File: config.mk
export PLATFORM = sky130hd
export DESIGN_NAME = sort_pru
export DESIGN_NICKNAME = d
export VERILOG_FILES = /design/src/rtl/sort_pru.sv
export SDC_FILE = /design/constraint.sdc
export NUM_CORES = 1
export LEC_CHECK = 0
export ABC_AREA = 1
export CAP_MARGIN = 20
export CORE_MARGIN = 2
export CORE_UTILIZATION = 35
export CTS_CLUSTER_SIZE = 25
export DETAILED_ROUTE_END_ITERATION = 7
export DONT_BUFFER_PORTS = 1
export MAX_ROUTING_LAYER = met4
export SYNTH_ARGS = -nofsm -noshare
export SYNTH_HDL_FRONTEND = slang
export SYNTH_SLANG_ARGS = --single-unit
File: constraint.sdc
create_clock -name clk -period 1.5 [get_ports clk]
set_input_delay 0.375 -clock clk [delete_from_list [all_inputs] [get_ports clk]]
set_output_delay 0.375 -clock clk [all_outputs]
set_load 0.01 [all_outputs]
File: src/rtl/sort_pru.sv
// -----------------------------------------------------------------------------
// sort_pru -- counting-sort read-out unit.
//
// Walks one ping-pong bank of a count memory from address 0 to 2^DATA_W-1.
// Each address holds how many times that key was seen. The unit emits the key
// that many times on a valid/ready stream, which yields the keys in ascending
// order. It pulses done once the last entry has been handled.
//
// Configuration macro: SORT_PRU_CLR_EN
//   When defined, each entry is zeroed (clr_en) in the cycle its count is
//   captured. The bank is then ready for reuse without a separate clear pass.
//   When undefined, clr_en is tied low.
//
// Ports
//   clk                     in   clock, rising edge
//   rst_n                   in   asynchronous active-low reset
//   ctrl2pru_start_vld_i    in   start pulse; ignored unless idle
//   ctrl_rd_sel_i           in   bank to read, sampled with start
//   pru2ctrl_rd_done_vld_o  out  one-cycle pulse when read-out completes
//   pru2mem_rd_en_o         out  count-memory read strobe
//   pru2mem_sel_o           out  bank select for read and clear
//   pru2mem_addr_o          out  read/clear address
//   mem2pru_rd_data_i       in   count, valid the cycle after rd_en
//   pru2mem_clr_en_o        out  write-zero strobe at pru2mem_addr_o
//   pru_out_vld_o           out  sorted key valid
//   pru_out_data_o          out  sorted key
//   pru_out_rdy_i           in   downstream ready
// -----------------------------------------------------------------------------
module sort_pru #(
    parameter int unsigned DATA_W = 4,
    parameter int unsigned CNT_W  = 8
) (
    input  logic              clk,
    input  logic              rst_n,
    input  logic              ctrl2pru_start_vld_i,
    input  logic              ctrl_rd_sel_i,
    output logic              pru2ctrl_rd_done_vld_o,
    output logic              pru2mem_rd_en_o,
    output logic              pru2mem_sel_o,
    output logic [DATA_W-1:0] pru2mem_addr_o,
    input  logic [CNT_W-1:0]  mem2pru_rd_data_i,
    output logic              pru2mem_clr_en_o,
    output logic              pru_out_vld_o,
    output logic [DATA_W-1:0] pru_out_data_o,
    input  logic              pru_out_rdy_i
);

    typedef enum logic [2:0] {
        StIdle,
        StRd,
        StWait,
        StEmit,
        StNext,
        StDone
    } state_e;

    localparam logic [DATA_W-1:0] LastAddr = '1;
    localparam logic [DATA_W-1:0] AddrOne  = {{(DATA_W-1){1'b0}}, 1'b1};
    localparam logic [CNT_W-1:0]  CntOne   = {{(CNT_W-1){1'b0}}, 1'b1};

    state_e            r_state;
    state_e            w_state_d;
    logic              r_sel;
    logic              w_sel_d;
    logic [DATA_W-1:0] r_addr;
    logic [DATA_W-1:0] w_addr_d;
    logic [CNT_W-1:0]  r_cnt;
    logic [CNT_W-1:0]  w_cnt_d;

    always_ff @(posedge clk or negedge rst_n) begin
        if (!rst_n) begin
            r_state <= StIdle;
            r_sel   <= 1'b0;
            r_addr  <= '0;
            r_cnt   <= '0;
        end else begin
            r_state <= w_state_d;
            r_sel   <= w_sel_d;
            r_addr  <= w_addr_d;
            r_cnt   <= w_cnt_d;
        end
    end

    always_comb begin
        w_state_d              = r_state;
        w_sel_d                = r_sel;
        w_addr_d               = r_addr;
        w_cnt_d                = r_cnt;
        pru2ctrl_rd_done_vld_o = 1'b0;
        pru2mem_rd_en_o        = 1'b0;
        pru2mem_clr_en_o       = 1'b0;
        pru_out_vld_o          = 1'b0;

        unique case (r_state)
            StIdle: begin
                if (ctrl2pru_start_vld_i) begin
                    w_sel_d   = ctrl_rd_sel_i;
                    w_addr_d  = '0;
                    w_state_d = StRd;
                end
            end
            StRd: begin
                pru2mem_rd_en_o = 1'b1;
                w_state_d       = StWait;
            end
            StWait: begin
`ifdef SORT_PRU_CLR_EN
                // Zero the entry while its count is being captured.
                pru2mem_clr_en_o = 1'b1;
`endif
                w_cnt_d   = mem2pru_rd_data_i;
                w_state_d = (mem2pru_rd_data_i == '0) ? StNext : StEmit;
            end
            StEmit: begin
                // vld depends only on state, so rdy never reaches it combinationally.
                pru_out_vld_o = 1'b1;
                if (pru_out_rdy_i) begin
                    w_cnt_d = r_cnt - CntOne;
                    if (r_cnt == CntOne) begin
                        w_state_d = StNext;
                    end
                end
            end
            StNext: begin
                if (r_addr == LastAddr) begin
                    w_state_d = StDone;
                end else begin
                    w_addr_d  = r_addr + AddrOne;
                    w_state_d = StRd;
                end
            end
            StDone: begin
                pru2ctrl_rd_done_vld_o = 1'b1;
                w_state_d              = StIdle;
            end
            default: begin
                w_state_d = StIdle;
            end
        endcase
    end

    // Registers reset to zero, so these outputs are zero while in reset.
    assign pru2mem_sel_o  = r_sel;
    assign pru2mem_addr_o = r_addr;
    assign pru_out_data_o = r_addr;

endmodule

==> flow_summary.ini, run 1 <==
[synth]
synth-adder-area-share = 0.03550
synth_seq_area_share = 0.3787
synth_ff_type = dfrtp_1
syn-cell-area_um2 = 1057
synth_cell_type_count = 25
synth_top_family_by_area = simple AND/OR/NAND/NOR gates
syn_inst = 153
synth_fp_nets = 169
yosysWarnings = 0
synth_edf_count = 0
synthArstFlopShare = 1.000
synth_xor_area_frac = 0.008284
synth-simple-area-share = 0.3633
synth_area_per_cell_um2 = 6.910
ys_ff_latch = 16
synth_compound_area_frac = 0.09704
synth_mux_area_frac = 0.01065

[placed_design]
placed_cell_area_um2 = 1070
portBuffers = 0
place.gp.congestion = 0.8297
hpwl_mm = 1.780

[pwr]
peakVddDrop_mv = 0.7695
power_uw = 2613
power.density_nw_per_um2 = 2222
p_leak_uw = 0.0005565

[timing]
finalCritPeriodShare = 0.9958
fin_worst_skew_ns = 0.004945
max_clock_freq_mhz = 669.5
hold_viol_final = 0
slew_viol_final = 0
worst_pin_slew_ns = 0.7553
rsz0062_at_grt = yes
post-route-min-period_ns = 1.494
relSlewSlack = 0.4948
setup_viol = 0

[floorplanning]
dieArea_um2 = 3476
rows = 19
core_um2 = 2805
initial_core_util = 0.3769
die_h_um = 58.96
die_x_um = 58.96
ios = 26

[critical_path]
r2r_end = r_state[2]
crit_type = register to output port
cp_slowest_stage_delay_ns = 0.49
endpoint_kind = output port
cp-startpoint = r_state[1]
r2r_cells = 6
worstPathRequired_ns = 1.12
crit_arrival_ns = 1.12
endpoint = pru_out_vld_o
cp_max_fo = 8
critPathLaunchType = register
r2r-start = r_state[2]
crit_path_cell_trace = nand2_4 > nor2_4
r2r_slack_ns = 0.14
cpMaxStageDelayCell = dfrtp_2

[outcome]
run_status = finished, violations left
violations = DRC

[grt]
grt_pass1_wl_mm = 4.105
grt_max_degree = 17
grt_use_total = 0.1606
overflow = 0
antenna_found_initial = 0
grt_pass1_vias = 907

[clock_tree]
clock-sinks = 16
cts_max_path_buffers = 2
cts_buffers = 3
worstSkewPairLatency_ns = 0.28
cts_max_level = 1
tritoncts = done
cts-root-buf = clkbuf_4
clk_pin_slew_worst_paths_ns = 0.10

[drt]
routedWlPerCell_um = 12.90
drt_wl_total_mm = 2.439
drtAntennaViolNets = 0
vias = 994
vias_per_cell = 5.259
drtPass1Iterations = 7
remaining_drc_errors = 2
drtIter0Drc = 22

[finish]
area_growth_pct = 11.24
finalInstanceArea_um2 = 1176
finalNetCount = 175
drive_above_1_share = 0.1519
diodes = 0

[flow_run]
max-cap-violations = 0

[worst_hold_path]
hp-class = input port to register
==> cells in the mapped netlist (2+ instances only) <==
master,count,area (um^2)
nand2_1,34,127.6
o21ai_0,10,50.05
nor3_1,4,20.02
nor2_1,31,116.4
inv_2,2,7.510
o21ai_1,2,10.01
nand3_1,14,70.07
inv_1,14,52.55
nor2_2,2,12.51
buf_4,5,37.54
a21oi_1,4,20.02
ha_1,3,37.54
dfrtp_1,16,400.4
==> logic make-up (layout without fill, tap and decap cells) <==
family,count (synthesis),count (layout)
xor gates and xnor gates,1,1
other,1,1
AOI/OAI and AO/OA,19,19
and+or+nand+nor,90,91
adders and majority gates,3,3
buffers and inverters,22,26
DFF,16,16
muxes,1,1
==> what timing repair did <==
action,in CTS,in global routing
endpoints found under the hold margin,16,0
hold buffers,1,0
gates cloned,1,0
resized for setup,6,5
buffers inserted,1,1
endpoints found under the setup margin,3,4
pin swaps,1,2
==> routing by layer <==
layer / global-route usage / part of all wire / wire, um
met1: 0.2192 / 0.46 / 1133
met2: 0.2254 / 0.44 / 1084
met3: 0.03956 / 0.070 / 170
met4: 0.06818 / 0.021 / 51
met5: - / 0 / 0
==> critical path: cells and delay by family, from the launching register on <==
family	cells	cell delay, ns
and+or+nand+nor	2	0.33
DFF	1	0.49
==> cell usage in the layout (no fill, tap or decap), types with 4 or more instances in the layout <==
cell type / Yosys / routed
nand3_1: 14 / 14
a21oi_1: 4 / 4
buf_4: 5 / 5
nor2_2: 2 / 4
inv_1: 14 / 14
o21ai_0: 10 / 10
dfrtp_1: 16 / 13
nand2_1: 34 / 34
nor2_1: 31 / 30
==> worst min path at each step <==
stage / cells after the start / endpoint / slack (ns) / startpoint
after floorplan: 0 / pru2mem_addr_o[0] / 0.08 / rst_n
after global placement: 0 / pru2mem_addr_o[0] / 0.08 / rst_n
after detailed placement: 0 / pru2mem_addr_o[0] / 0.08 / rst_n
after CTS: 1 / pru2mem_sel_o / 0.23 / ctrl_rd_sel_i
after global routing: 1 / pru2mem_sel_o / 0.22 / ctrl_rd_sel_i
final: 1 / pru2mem_sel_o / 0.24 / ctrl_rd_sel_i
==> per-stage QoR <==
step	setup TNS [ns]	hold slack [ns]	cells	worst slack, ns	utilization
finish	0	0.2409	189	0.006250	0.4193
global route	-0.06077	0.2222	189	-0.06077	0.4193
CTS	-0.03694	0.2286	188	-0.02136	0.4095
detailed placement	0	0.07989	181	0.1324	0.3814
global placement	0	0.07982	181	0.1751	0.3814
floorplan	0	0.07941	153	0.2052	-
==> registers in the layout (all words and copies together), names as in the netlist <==
| signal | count |
|---|---|
| r_cnt | 8 |
| pru2mem_addr_o | 4 |
| r_state | 3 |
| pru2mem_sel_o | 1 |
==> area by class of cell <==
| cell class | instances | area [um^2] |
|---|---|---|
| fillers | 302 | 1629 |
| flip-flops and latches | 16 | 404.1 |
| clock buffers | 4 | 36.28 |
| well taps | 31 | 38.79 |
| inverters | 16 | 65.06 |
| repair buffers | 6 | 47.55 |
| multi-input cells | 116 | 584.3 |
==> where the power goes <==
group / internal, uW / switching (uW) / leakage, uW / total [uW]
Sequential: 645 / 234 / 0.000196 / 878
Clock: 148 / 138 / 0.0000210 / 286
Combinational: 519 / 931 / 0.000340 / 1450
Total: 1310 / 1300 / 0.000556 / 2610
(Power assumes the default switching activity.)
==> inputs of run 2 (changes only) <==
--- a/config.mk
+++ b/config.mk
@@ -15,2 +15,3 @@
 export MAX_ROUTING_LAYER = met4
+export RECOVER_POWER = 100
 export SYNTH_ARGS = -nofsm -noshare
--- a/constraint.sdc
+++ b/constraint.sdc
@@ -3,2 +3,2 @@
 set_output_delay 0.375 -clock clk [all_outputs]
-set_load 0.01 [all_outputs]
+set_load 0.05 [all_outputs]
==> flow_summary.ini, run 2 (synthesis results as in run 1) <==
[critical_path]
r2r_slack_ns = 0.09
r2r-start = r_state[2]
worstPathRequired_ns = 1.12
r2r_cells = 7
crit_type = register to output port
critPathLaunchType = register
cpMaxStageDelayCell = dfrtp_2
r2r_end = r_state[2]
cp_max_fo = 4
crit_path_cell_trace = nor3_4 > buf_12
crit_arrival_ns = 1.15
cp_slowest_stage_delay_ns = 0.47
endpoint_kind = output port

[clock_tree]
clk_pin_slew_worst_paths_ns = 0.10
cts_buffers = 3
cts_max_level = 1
cts_max_path_buffers = 2
worstSkewPairLatency_ns = 0.30
tritoncts = done
clock-sinks = 16
cts-root-buf = clkbuf_4

[timing]
hold_viol_final = 0
worst_pin_slew_ns = 0.7927
fin_ws_ns = -0.02873
setup_viol = 3
hold_ws_ns = 0.2198
slew_viol_final = 0
finalCritPeriodShare = 1.019
post-route-min-period_ns = 1.529
fin_worst_skew_ns = 0.009606
max_clock_freq_mhz = 654.1
relSlewSlack = 0.4698
rsz0062_at_grt = yes

[pwr]
p_clk_frac = 0.079
power.switching_uw = 1706
power_frac_seq = 0.280
peakVddDrop_mv = 1.033
p_leak_uw = 0.0006082
p_int_uw = 1472
pwr-share-comb = 0.641
power.density_nw_per_um2 = 2495
swShare = 0.5369

[grt]
use_met3 = 0.03516
grt_pass1_vias = 1011
overflow = 0
grt-busiest-layer = met2
use_met2 = 0.3032
met1_usage = 0.2130
antenna_found_initial = 0
grt_use_total = 0.1819
grt_max_degree = 17
grt_pass1_wl_mm = 4.505

[floorplanning]
core_um2 = 2805
ios = 26
rows = 19
dieArea_um2 = 3476
die_x_um = 58.96
initial_core_util = 0.3769
die_h_um = 58.96

[finish]
area_growth_pct = 20.47
final_cell_mix = nand2_1, nor2_1, inv_1, nand3_1, dfrtp_1
diodes = 0
mostFrequentLayoutCell = nand2_1
finalInstanceArea_um2 = 1274
finalNetCount = 185
largest_register_ffs = 8
top_register = r_cnt
drive_above_1_share = 0.1964

[placed_design]
dp_slack_ns = 0.1226
place.gp.congestion = 0.8356
portBuffers = 0
placed_cell_area_um2 = 1179
hpwl_mm = 1.993

[worst_hold_path]
hp-class = input port to register
hold_start = ctrl_rd_sel_i
hold_path_depth = 1
hold_end = pru2mem_sel_o

[drt]
remaining_drc_errors = 2
drtPass1Iterations = 6
drtIter0Drc = 29
drt_wl_total_mm = 2.668
drtAntennaViolNets = 0
vias_per_cell = 5.101
vias = 1015
routedWlPerCell_um = 13.41

[flow_run]
max-cap-violations = 0

[outcome]
run_status = finished, violations left
violations = DRC, setup timing
[run 2: cell count changes in the layout (fill, tap and decap cells not counted), sizes merged]
cell    previous run  this run
nor2              35        34
buf                5        11
clkbuf             4         9
[run 2: power groups by stage]
| stage | registers (uW) | logic [uW] | clock network (uW) |
|---|---|---|---|
| floorplan | 1000 | 1280 | 0 |
| global placement | 888 | 1800 | 0 |
| detailed placement | 904 | 1840 | 0 |
| CTS | 896 | 2040 | 260 |
| global route | 921 | 2270 | 267 |
| finish | 890 | 2040 | 250 |
[run 2: repair_timing]
item                                    in CTS  in global routing
endpoints found under the hold margin       16                  0
pin swaps                                    2                  1
buffers inserted                             6                  0
hold buffers                                 1                  0
endpoints found under the setup margin       3                 10
resized for setup                            5                  4
[run 2: worst max path at each step]
stage / from / end / slack (ns)
final: r_state[1] / pru2ctrl_rd_done_vld_o / -0.03
after CTS: r_state[2] / pru2ctrl_rd_done_vld_o / -0.05
after detailed placement: r_state[1] / pru_out_vld_o / 0.12
after global placement: r_state[1] / pru2mem_sel_o / 0.15
after floorplan: r_state[0] / pru2mem_rd_en_o / -0.04
after global routing: r_state[2] / pru_out_vld_o / -0.08
[run 2: layout make-up]
class                           instances  area [um^2]
Clock buffer                            4        26.28
Tap cell                               31        38.79
Timing Repair Buffer                   17        163.9
Fill cell                             298         1531
Multi-Input combinational cell        115        578.1
Inverter                               16        62.56
Sequential cell                        16        404.1
[run 2: per-stage QoR]
step,power [uW],std cells,utilization,TNS [ns]
finish,3178,199,0.4541,-0.05765
global route,3459,199,0.4541,-0.2158
CTS,3195,199,0.4554,-0.1120
detailed placement,2745,188,0.4202,0
global placement,2689,188,0.4202,0
floorplan,2284,153,-,-0.03888
[run 2: metal layers]
layer / up-vias / share of wire
met1: 467 / 0.44
met3: 4 / 0.042
met2: 26 / 0.49
li1: 518 / -
met4: 0 / 0.019
met5: - / 0
[run 2: critical path, delay by kind of cell (launching register included)]
kind,cells,cell delay (ns)
buffers and inverters,1,0.16
DFF,1,0.47
and+or+nand+nor,1,0.23
==> inputs of run 3 (changes only) <==
Settings changed: RECOVER_POWER 100 to 25.
==> flow_summary.ini, run 3 (synthesis results as in run 1) <==
[finish]
final_cell_mix = nand2_1, nor2_1, inv_1, nand3_1, dfrtp_1
diodes = 0
top_register = r_cnt
finalNetCount = 185
mostFrequentLayoutCell = nand2_1
fill_cells = 296
area_growth_pct = 22.13
largest_register_ffs = 8
drive_above_1_share = 0.2024
finalInstanceArea_um2 = 1291
fin_cells = 199

[worst_hold_path]
hp-class = input port to register
hold_end = pru2mem_sel_o
hold_start = ctrl_rd_sel_i
hold_path_depth = 1

[timing]
post-route-min-period_ns = 1.530
fin_ws_ns = -0.03008
max_clock_freq_mhz = 653.6
hold_viol_final = 0
rsz0062_at_grt = yes
setup_viol = 3
slew_viol_final = 0
relSlewSlack = 0.4725
worst_pin_slew_ns = 0.7886
finalCritPeriodShare = 1.020
fin_worst_skew_ns = 0.009035

[floorplanning]
dieArea_um2 = 3476
die_h_um = 58.96
ios = 26
initial_core_util = 0.3769
rows = 19
core_um2 = 2805
die_x_um = 58.96

[grt]
antenna_found_initial = 0
grt_pass1_wl_mm = 4.505
grt_use_total = 0.1819
grt_pass1_vias = 1011
overflow = 0
grt_max_degree = 17

[pwr]
pwr-share-comb = 0.645
power.switching_uw = 1721
p_clk_frac = 0.078
power.density_nw_per_um2 = 2506
peakVddDrop_mv = 1.044
swShare = 0.5318
p_int_uw = 1515
power_frac_seq = 0.277
p_leak_uw = 0.0006134

[critical_path]
cp_top_family = flip-flops
cp_max_fo = 5
cpMaxStageDelayCell = dfrtp_1
r2r_slack_ns = 0.10
crit_arrival_ns = 1.16
worstPathRequired_ns = 1.12
crit_path_cell_trace = inv_2 > nand2_2 > nor2_4 > buf_12
crit_buf_inv = 2
endpoint_kind = output port
cp_slowest_stage_delay_ns = 0.41
r2r_end = r_state[2]
r2r-start = r_state[2]
crit_type = register to output port
r2r_cells = 7
critPathLaunchType = register

[drt]
drtAntennaViolNets = 0
drtIter0Drc = 42
vias_per_cell = 5.095
remaining_drc_errors = 2
drt_wl_total_mm = 2.694
vias = 1014
routedWlPerCell_um = 13.54
drtPass1Iterations = 6

[clock_tree]
tritoncts = done
cts_buffers = 3
worstSkewPairLatency_ns = 0.30
clk_pin_slew_worst_paths_ns = 0.10
cts-root-buf = clkbuf_4
cts_max_path_buffers = 2
cts_max_level = 1
clock-sinks = 16

[outcome]
run_status = finished, violations left
violations = DRC, setup timing

[placed_design]
place.gp.congestion = 0.8356
placed_cell_area_um2 = 1179
hpwl_mm = 1.993
dp_cells = 188
portBuffers = 0

[flow_run]
max-cap-violations = 0
run 3: metal layers:
layer / up-vias / wire length [um] / track usage
met3: 4 / 129 / 0.03516
met4: 0 / 51 / 0.07792
li1: 518 / - / -
met1: 462 / 1178 / 0.2130
met2: 30 / 1335 / 0.3032
met5: - / 0 / -
run 3: repair_timing:
item	in CTS	in global routing
buffers inserted	6	0
hold endpoints to repair	16	0
hold buffers	1	0
endpoints found under the setup margin	3	10
pin swaps	2	1
resized for setup	5	4
run 3: how the worst max path moves through the flow:
stage	depth (start not counted)	to	startpoint	slack [ns]
after detailed placement	3	pru_out_vld_o	r_state[1]	0.12
after floorplan	2	pru2mem_rd_en_o	r_state[0]	-0.04
final	4	pru_out_vld_o	r_state[2]	-0.03
after CTS	4	pru2ctrl_rd_done_vld_o	r_state[2]	-0.05
after global routing	4	pru_out_vld_o	r_state[2]	-0.08
after global placement	3	pru2mem_sel_o	r_state[1]	0.15
run 3: metrics by stage:
stage                     power, uW    util  hold WS, ns  setup WS (ns)  setup TNS [ns]
final                          3236  0.4603       0.2192       -0.03008        -0.06602
after global routing           3512  0.4603       0.2146       -0.08061         -0.2012
after CTS                      3195  0.4554       0.2111       -0.04759         -0.1120
after detailed placement       2745  0.4202      0.07997         0.1226               0
after global placement         2689  0.4202      0.07991         0.1467               0
after floorplan                2284       -      0.07941       -0.03888        -0.03888
run 3: layout make-up:
type	instances	area (um^2)	area share
Multi-Input combinational cell	115	580.6	0.4496
Inverter	16	62.56	0.04845
Timing Repair Buffer	17	178.9	0.1386
Tap cell	31	38.79	0.03004
Sequential cell	16	404.1	0.3130
Clock buffer	4	26.28	0.02035
run 3: power groups by stage:
stage / logic, uW / registers (uW) / clock network (uW)
3_5_place_dp: 1840 / 904 / 0
3_3_place_gp: 1800 / 888 / 0
4_1_cts: 2040 / 896 / 260
6_report: 2090 / 898 / 252
2_1_floorplan: 1280 / 1000 / 0
5_1_grt: 2320 / 928 / 267
